## src/rtl/xor_result_collector.sv

```systemverilog
//------------------------------------------------------------------------------
// xor_result_collector
//
// Small first-word-fall-through buffer that collects result words from an
// upstream XOR stage. The producer has no backpressure path: when the buffer
// is full and nothing leaves in the same cycle, the incoming word is dropped.
// Each drop sets a sticky overflow flag and bumps a saturating drop counter.
//
// Parameters
//   W      data width (matches the producer's result width)
//   DEPTH  number of entries, power of two in 2..16
//
// Ports
//   clk        clock, rising edge
//   rst_n      asynchronous active-low reset
//   in_valid   result-valid pulse from the producer
//   in_data    result word, sampled when in_valid=1
//   out_valid  buffer non-empty, head word presented on out_data
//   out_ready  consumer accepts the head word
//   out_data   head word (zero while the buffer is empty)
//   count      number of occupied entries (0..DEPTH)
//   full       count == DEPTH
//   overflow   sticky: at least one word dropped since reset/clr
//   drop_cnt   saturating (255) count of dropped words
//   clr        synchronous clear of overflow, drop_cnt and checksum
//   checksum   (only with COLLECT_CHECKSUM_EN) running XOR of pushed words
//
// Build option
//   COLLECT_CHECKSUM_EN  when defined, adds the checksum register and port.
//
// Handshake: a word leaves the buffer on every rising edge where
// out_valid=1 and out_ready=1. out_valid never depends on out_ready, and
// while out_valid=1 and out_ready=0 the head word stays put. The input side
// is a plain valid pulse with no ready: a word offered while full is lost
// unless a word leaves in the same cycle.
//------------------------------------------------------------------------------
module xor_result_collector #(
  parameter int W     = 12,
  parameter int DEPTH = 4
) (
  input  logic                     clk,
  input  logic                     rst_n,
  input  logic                     in_valid,
  input  logic [W-1:0]             in_data,
  output logic                     out_valid,
  input  logic                     out_ready,
  output logic [W-1:0]             out_data,
  output logic [$clog2(DEPTH):0]   count,
  output logic                     full,
  output logic                     overflow,
  output logic [7:0]               drop_cnt,
  input  logic                     clr
`ifdef COLLECT_CHECKSUM_EN
  ,
  output logic [W-1:0]             checksum
`endif
);

  localparam int PW = $clog2(DEPTH);
  localparam int CW = PW + 1;

  // Storage and pointers
  logic [W-1:0]  mem [DEPTH];
  logic [PW-1:0] wr_ptr_q, wr_ptr_d;
  logic [PW-1:0] rd_ptr_q, rd_ptr_d;
  logic [CW-1:0] cnt_q, cnt_d;

  // Error reporting
  logic          ovf_q, ovf_d;
  logic [7:0]    drop_q, drop_d;

  // Transfer qualifiers
  logic          push;
  logic          pop;
  logic          drop;

  //----------------------------------------------------------------------------
  // Status and transfer decode
  //----------------------------------------------------------------------------
  assign full      = (cnt_q == CW'(DEPTH));
  assign out_valid = (cnt_q != '0);
  assign pop       = out_valid & out_ready;
  // A full buffer still takes a word when the head leaves in the same cycle,
  // because the freed slot and the new tail are written on the same edge.
  assign push      = in_valid & (~full | pop);
  assign drop      = in_valid & full & ~pop;

  // Fall-through head; forced to zero when empty so reset shows 0 at once
  // without having to reset the storage array.
  assign out_data  = out_valid ? mem[rd_ptr_q] : '0;
  assign count     = cnt_q;
  assign overflow  = ovf_q;
  assign drop_cnt  = drop_q;

  //----------------------------------------------------------------------------
  // Next-state logic
  //----------------------------------------------------------------------------
  always_comb begin
    wr_ptr_d = wr_ptr_q;
    rd_ptr_d = rd_ptr_q;
    cnt_d    = cnt_q;

    // DEPTH is a power of two, so the +1 wraps DEPTH-1 back to 0.
    if (push) begin
      wr_ptr_d = wr_ptr_q + PW'(1);
    end
    if (pop) begin
      rd_ptr_d = rd_ptr_q + PW'(1);
    end

    unique case ({push, pop})
      2'b10:   cnt_d = cnt_q + CW'(1);
      2'b01:   cnt_d = cnt_q - CW'(1);
      default: cnt_d = cnt_q;
    endcase
  end

  always_comb begin
    ovf_d  = ovf_q;
    drop_d = drop_q;
    // clr has priority over a drop in the same cycle.
    if (clr) begin
      ovf_d  = 1'b0;
      drop_d = '0;
    end else if (drop) begin
      ovf_d = 1'b1;
      if (drop_q != 8'hFF) begin
        drop_d = drop_q + 8'd1;
      end
    end
  end

  //----------------------------------------------------------------------------
  // State registers
  //----------------------------------------------------------------------------
  always_ff @(posedge clk or negedge rst_n) begin
    if (!rst_n) begin
      wr_ptr_q <= '0;
      rd_ptr_q <= '0;
      cnt_q    <= '0;
      ovf_q    <= 1'b0;
      drop_q   <= '0;
    end else begin
      wr_ptr_q <= wr_ptr_d;
      rd_ptr_q <= rd_ptr_d;
      cnt_q    <= cnt_d;
      ovf_q    <= ovf_d;
      drop_q   <= drop_d;
    end
  end

  // Storage is not reset: an entry is only visible after a push has written
  // it, and reset empties the buffer through the pointers and count. The
  // write is still qualified with rst_n so nothing is captured while held
  // in reset.
  always_ff @(posedge clk) begin
    if (rst_n && push) begin
      mem[wr_ptr_q] <= in_data;
    end
  end

`ifdef COLLECT_CHECKSUM_EN
  //----------------------------------------------------------------------------
  // Running XOR of accepted words; dropped words never reach it.
  //----------------------------------------------------------------------------
  logic [W-1:0] csum_q, csum_d;

  always_comb begin
    csum_d = csum_q;
    if (clr) begin
      csum_d = '0;
    end else if (push) begin
      csum_d = csum_q ^ in_data;
    end
  end

  always_ff @(posedge clk or negedge rst_n) begin
    if (!rst_n) begin
      csum_q <= '0;
    end else begin
      csum_q <= csum_d;
    end
  end

  assign checksum = csum_q;
`endif

endmodule

```

## config.mk

```make
export PLATFORM = sky130hd
export DESIGN_NAME = xor_result_collector
export DESIGN_NICKNAME = d
export VERILOG_FILES = /design/src/rtl/xor_result_collector.sv
export SDC_FILE = /design/constraint.sdc
export NUM_CORES = 1
export LEC_CHECK = 0
export CAP_MARGIN = 20
export CORE_UTILIZATION = 40
export CTS_CLUSTER_SIZE = 24
export DETAILED_ROUTE_END_ITERATION = 7
export GPL_ROUTABILITY_DRIVEN = 0
export GPL_TIMING_DRIVEN = 0
export PLACE_DENSITY = 0.6
export SYNTH_ARGS = -nofsm -noshare
export SYNTH_HDL_FRONTEND = slang
export SYNTH_SLANG_ARGS = --single-unit
```

## constraint.sdc

```tcl
create_clock -name clk -period 2.4 [get_ports clk]
set_input_delay 0.72 -clock clk [delete_from_list [all_inputs] [get_ports clk]]
set_output_delay 0.72 -clock clk [all_outputs]
set_load 0.01 [all_outputs]
```

==> results of run 1 <==
kinds of logic after synthesis:
| family | share of synthesized area (%) |
|---|---|
| adders and majority gates | 2.909 |
| DFF | 64.87 |
| AOI/OAI and AO/OA | 6.435 |
| muxes | 10.62 |
| xor gates and xnor gates | 3.085 |
| buffers and inverters | 2.380 |
| and+or+nand+nor | 9.696 |
placed cells by master (no fill, tap or decap), drive strengths merged, types with 2 or more instances in the layout:
| master | count |
|---|---|
| nand2 | 4 |
| and2 | 14 |
| inv | 8 |
| mux2i | 2 |
| nand3 | 4 |
| clkbuf | 13 |
| edfxtp | 48 |
| clkdlybuf4s50 | 24 |
| a2111oi | 2 |
| clkinv | 2 |
| xor2 | 4 |
| a21oi | 3 |
| o21ai | 4 |
| ha | 5 |
| buf | 32 |
| mux4 | 12 |
| nand4 | 3 |
| dfrtp | 16 |
| and3 | 2 |
| nor2 | 13 |
| or3 | 2 |
| dlygate4sd2 | 2 |
| xnor2 | 6 |
| a211oi | 2 |
| bufinv | 3 |
final cells by class:
class / count / area (um2) / area share, %
timing repair buffer: 54 / 533.0 / 13.99
sequential: 64 / 1846 / 48.42
inverter: 8 / 30.03 / 0.7879
tap: 96 / 120.1 / 3.152
clock inverter: 6 / 107.6 / 2.823
multi-input combinational: 97 / 958.4 / 25.15
clock buffer: 10 / 127.6 / 3.349
buffer: 8 / 88.84 / 2.331
flip-flops by register name, summed over array words and instances (netlist names):
| signal | cells |
|---|---|
| mem | 48 |
| wr_ptr_q | 2 |
| drop_cnt | 8 |
| count | 3 |
| overflow | 1 |
| rd_ptr_q | 2 |
worst register-to-register path, cell delays in order (launching register included):
cell and delay (ns):
dfrtp_2 0.41, or3_4 0.43, nand2_1 0.12, or2_2 0.13, fa_1 0.43, a211oi_1 0.17
o21ai_0 0.12, a22oi_1 0.21
repair_timing:
action / 4_1_cts / 5_1_grt
endpoints found under the setup margin: 62 / 13
resized for setup: 82 / 10
hold buffers: 0 / 0
pin swaps: 10 / 2
buffers inserted: 9 / 3
cells in the mapped netlist (all sizes together), types with 5 or more instances:
master,n,area share [%]
edfxtp,48,51
dfrtp,16,14
xnor2,6,1.9
inv,8,1.1
and2,14,3.1
mux4,12,9.5
nor2,13,1.7
ha,5,2.2
power by group:
group          total (mW)  switching, mW  internal [mW]
Sequential           1.43         0.0741           1.36
Clock                1.08          0.395          0.686
Combinational        1.81          0.733           1.08
Total                4.32           1.20           3.12
per-layer routing:
layer / up-vias / part of all wire [%] / track usage, %
met2: 26 / 50 / 25.04
met1: 842 / 46 / 20.15
met3: 7 / 3.1 / 4.381
met4: 0 / 1.3 / 5.909
met5: - / 0 / 0
li1: 802 / - / -
through the flow:
| step | util, % | area, um2 | power (mW) |
|---|---|---|---|
| finish | 55.79 | 3811 | 4.320 |
| global placement | 49.19 | 3361 | 2.870 |
| global route | 55.79 | 3811 | 4.549 |
| floorplan | - | 2850 | 2.293 |
| CTS | 55.07 | 3762 | 4.245 |
| detailed placement | 49.69 | 3395 | 2.901 |
worst max path at each step:
stage	from	end	slack, ns	depth (start not counted)
5_1_grt	rd_ptr_q[0]	out_data[5]	-0.17	6
6_report	rd_ptr_q[0]	out_data[10]	-0.08	6
3_3_place_gp	rst_n	mem[0][9]	-1.06	3
3_5_place_dp	rst_n	mem[1][9]	-1.05	3
2_1_floorplan	in_valid	count[2]	0.03	8
4_1_cts	rd_ptr_q[0]	out_data[7]	-0.12	6
==> impl_results.md, run 1 <==
- RSZ-0062 raised after global routing: yes
- Post-synth EDFFs: between 40 and 50
- Slew margin rel.: 53.90%
- Pwr dens: 1133 nW/um2
- Post-Syn Nets: 200
- Vias per inst: 4.889
- Synthesized cell area: between 2000 and 3000 um2
- Post-synthesis sequential area ratio: 64.87%
- Vias in the first global route: 1604
- Peak supply drop: 0.3652 mV
- I/O Buffers: 39
- Period utilization: 103.4%
- Antenna violations before repair: 0
- Number of remaining DRC errors: 0
- Worst Path Class, Setup: register to output pin
- Largest net degree at the start of global routing: 18
- Slew @ Worst Pin: 0.6908 ns
- Crit Reg-Reg Endpoint: count[1]
- Finish-stage setup viols: 11
- Grt ovf: 0
- Post-placement cell count: 315
- H-tree depth: 3
- Ys async rst share: 25.00%
- Critical Path Max Stage Delay: 0.48 ns
- Setup slack on the worst flop-to-flop path: 0.30 ns
- Warnings, synthesis: 0
- Layout fillers: 570
- MaxCap Viol Count: 0
- Post-DRT Antenna Nets: 0
- Maximum clock path buffer count: 2
- Die Y: 86.25 um
- Avg Inst Size Synth: 16.04 um2
- Pleak: 1.413 nW
- Final non-filler cell total: 343
- Pins Over Slew Limit: 0
- Nets: roughly 270
- CP max stage cell: mux4_2
- Routed length per instance: 15.45 um
- Hold Fails Final Rpt: 0
- Critical path required time: 1.68 ns
- Number of cells on the worst reg-to-reg path: 7
- TNS Setup: -0.7551 ns
- Critical Path End Type: output pin
- Number of DRC markers in iteration 0: 61
- Status: complete, but fails checks
- Yosys cell types: 41
- Final setup skew: around 0.0085 ns
- Final hold slack: between 0.4 and 0.5 ns
- FP Rows: 30
- CTS sink count: 64
- Hold Path Class: input port to asynchronous set/reset pin
- Core area: about 6800 um2
- Critical Path Fanout Max: 5
- IO Count: 43
- Synthesized instance count: 177
- Ant. Diodes: 0
- Final Worst Setup Slack: -0.08163 ns
- Clock latency on the worst-skew pair: about 0.33 ns
- Final worst path period need: 2.482 ns
- First-pass GRT wire length: 8369 um
- Via count: 1677
- Pre-CTS setup slack: -1.054 ns
- DP Wirelength: 3457 um
- Die width: 86.25 um
- Data arrival time of the critical path: 1.76 ns
- CTS Buf Count: 9
- Root Buffer: clkbuf_8
- CP Launch Type: register
- Clk slew on worst S/H paths: roughly 0.070 ns
- Failing checks: setup timing
- Achievable frequency: 403.0 MHz
- Die ar.: about 7400 um2
- Share of cells above drive strength 1: 34.82%
- TritonCTS clock tree: yes
- WL final: ~5300 um
- Critical path cell sequence: buf_6 > buf_12 > buf_12 > mux4_2 > and2_4 > buf_6
- Initial Utilization: between 40 and 50%
- Area Overhead vs Synth: 34.24%
- Main flop type after synthesis: edfxtp_1
- Crit-path leading delay family: multiplexers
- DRT Pass-1 Iters: 4
- Yosys reg bits: 64
- R2r startpoint: count[2]
- WP buf/inv: 4
- Global-route usage over all layers: around 16%
Note: power is estimated with default switching activity, not from simulation.
==> inputs of run 2 (changes only) <==
MAX_ROUTING_LAYER = met4   (was not set)
==> impl_results.md, run 2 (synthesized netlist as in run 1, its figures left out) <==
- Commonest cells after routing, fill and taps aside: edfxtp_1 (48), clkdlybuf4s50_1 (24), buf_6 (17), dfrtp_1 (13)
- DP Wirelength: around 3500 um
- Critical Path Fanout Max: 5
- CP Launch Type: register
- Commonest non-fill, non-tap cell in the layout: edfxtp_1
- Layout fillers: 570
- Vias per inst: roughly 5
- Status: complete, but fails checks
- Via count: roughly 1700
- Peak supply drop: 0.3646 mV
- First-pass GRT wire length: 8376 um
- Data arrival time of the critical path: ~1.8 ns
- Critical Path End Type: output pin
- MaxCap Viol Count: 0
- Vias in the first global route: 1602
- Finished Cell Area: between 3000 and 4000 um2
- Clock latency on the worst-skew pair: approximately 0.33 ns
- Worst Path Class, Setup: register to output pin
- Final hold slack: around 0.42 ns
- Slew margin rel.: 53.73%
- Seq. cell area: 1846 um2
- WP buf/inv: 4
- Multi-input gate area: approximately 960 um2
- Routed length per instance: roughly 15 um
- Period utilization: 103.4%
- TNS Setup: -0.7604 ns
- Max reg flops: 48
- Post-DRT Antenna Nets: 0
- Hold Path Class: input port to asynchronous set/reset pin
- FP Rows: 30
- Ant. Diodes: 0
- Grt ovf: 0
- Crit-path leading delay family: multiplexers
- Number of remaining DRC errors: 0
- TritonCTS clock tree: yes
- I/O Buffers: 39
- Share of cells above drive strength 1: 34.82%
- Slew @ Worst Pin: between 0.6 and 0.7 ns
- Critical Path Source: rd_ptr_q[0]
- Die width: 86.25 um
- Pins Over Slew Limit: 0
- Most flops, register: mem
- Pwr dens: 1134 nW/um2
- CTS Buf Count: 9
- Number of DRC markers in iteration 0: 75
- Failing checks: setup timing
- Critical path required time: 1.68 ns
- Die ar.: around 7400 um2
- Final Worst Setup Slack: -0.08197 ns
- Total design power: 4.321 mW
- Finish-stage setup viols: 11
- Final setup skew: 0.007949 ns
- Hold Fails Final Rpt: 0
- RSZ-0062 raised after global routing: yes
- H-tree depth: 3
- Pleak: 1.413 nW
- Antenna violations before repair: 0
- Placed cell areas: 3395 um2
- Fin util: 55.79%
- Area Overhead vs Synth: 34.24%
- R2r startpoint: count[2]
- Root Buffer: clkbuf_8
- Initial Utilization: 41.56%
- CP max stage cell: mux4_2
- Core area: 6832 um2
- WL final: 5277 um
- Clk slew on worst S/H paths: 0.07 ns
- Maximum clock path buffer count: 2
- Die Y: 86.25 um
- Final worst path period need: roughly 2.5 ns
- Largest net degree at the start of global routing: 18
- Global-route usage over all layers: between 15 and 20%
- CTS sink count: 64
- Nets: between 200 and 300
- Achievable frequency: around 400 MHz
- IO Count: between 40 and 50
- Critical Path Max Stage Delay: 0.48 ns
- DRT Pass-1 Iters: 4
- Critical path cell sequence: buf_6 > buf_12 > buf_12 > mux4_2 > and2_4 > buf_6
## run 2: cell counts in the layout (fill, tap and decap cells not counted)
Identical to the previous run, type by type.
## run 2: area by class of cell
class,instances,share of cell area [%]
clock inverters,6,2.823
well taps,96,3.152
multi-input cells,97,25.15
flip-flops and latches,64,48.42
clock buffers,10,3.349
plain buffers,8,2.331
inverters,8,0.7879
repair buffers,54,13.99
## run 2: repair_timing
item                                   CTS  global route
pin swaps                               10             2
endpoints found under the hold margin    0             0
hold buffers                             0             0
buffers inserted                         9             3
setup endpoints to repair               62            13
cloned                                   0             0
gates resized for setup                 82            10
## run 2: report_power, final
| group | total, mW | switching [mW] | internal [mW] |
|---|---|---|---|
| clock network | 1.08 | 0.392 | 0.686 |
| registers | 1.43 | 0.0741 | 1.36 |
| logic | 1.81 | 0.736 | 1.08 |
## run 2: per-layer routing
layer / global-route usage, % / vias up / routed length [um]
li1: - / 802 / -
met1: 20.22 / 836 / 2394
met2: 25.04 / 30 / 2628
met3: 4.381 / 8 / 175
met4: 5.909 / 0 / 80
met5: - / - / 0
## run 2: path summary, 6_finish.rpt
check	end	slack, ns	cells past startpoint
max	out_data[10]	-0.08	6
min	count[1]	0.42	1
max reg2reg	count[1]	0.29	7
min reg2reg	overflow	0.52	2
max in group asynchronous	count[2]	1.64	1
min in group clk	overflow	0.52	2
## run 2: stage by stage
stage	worst slack, ns	cells
global route	-0.1732	343
CTS	-0.1184	340
global placement	-1.056	312
floorplan	0.03275	177
finish	-0.08197	343
detailed placement	-1.054	315
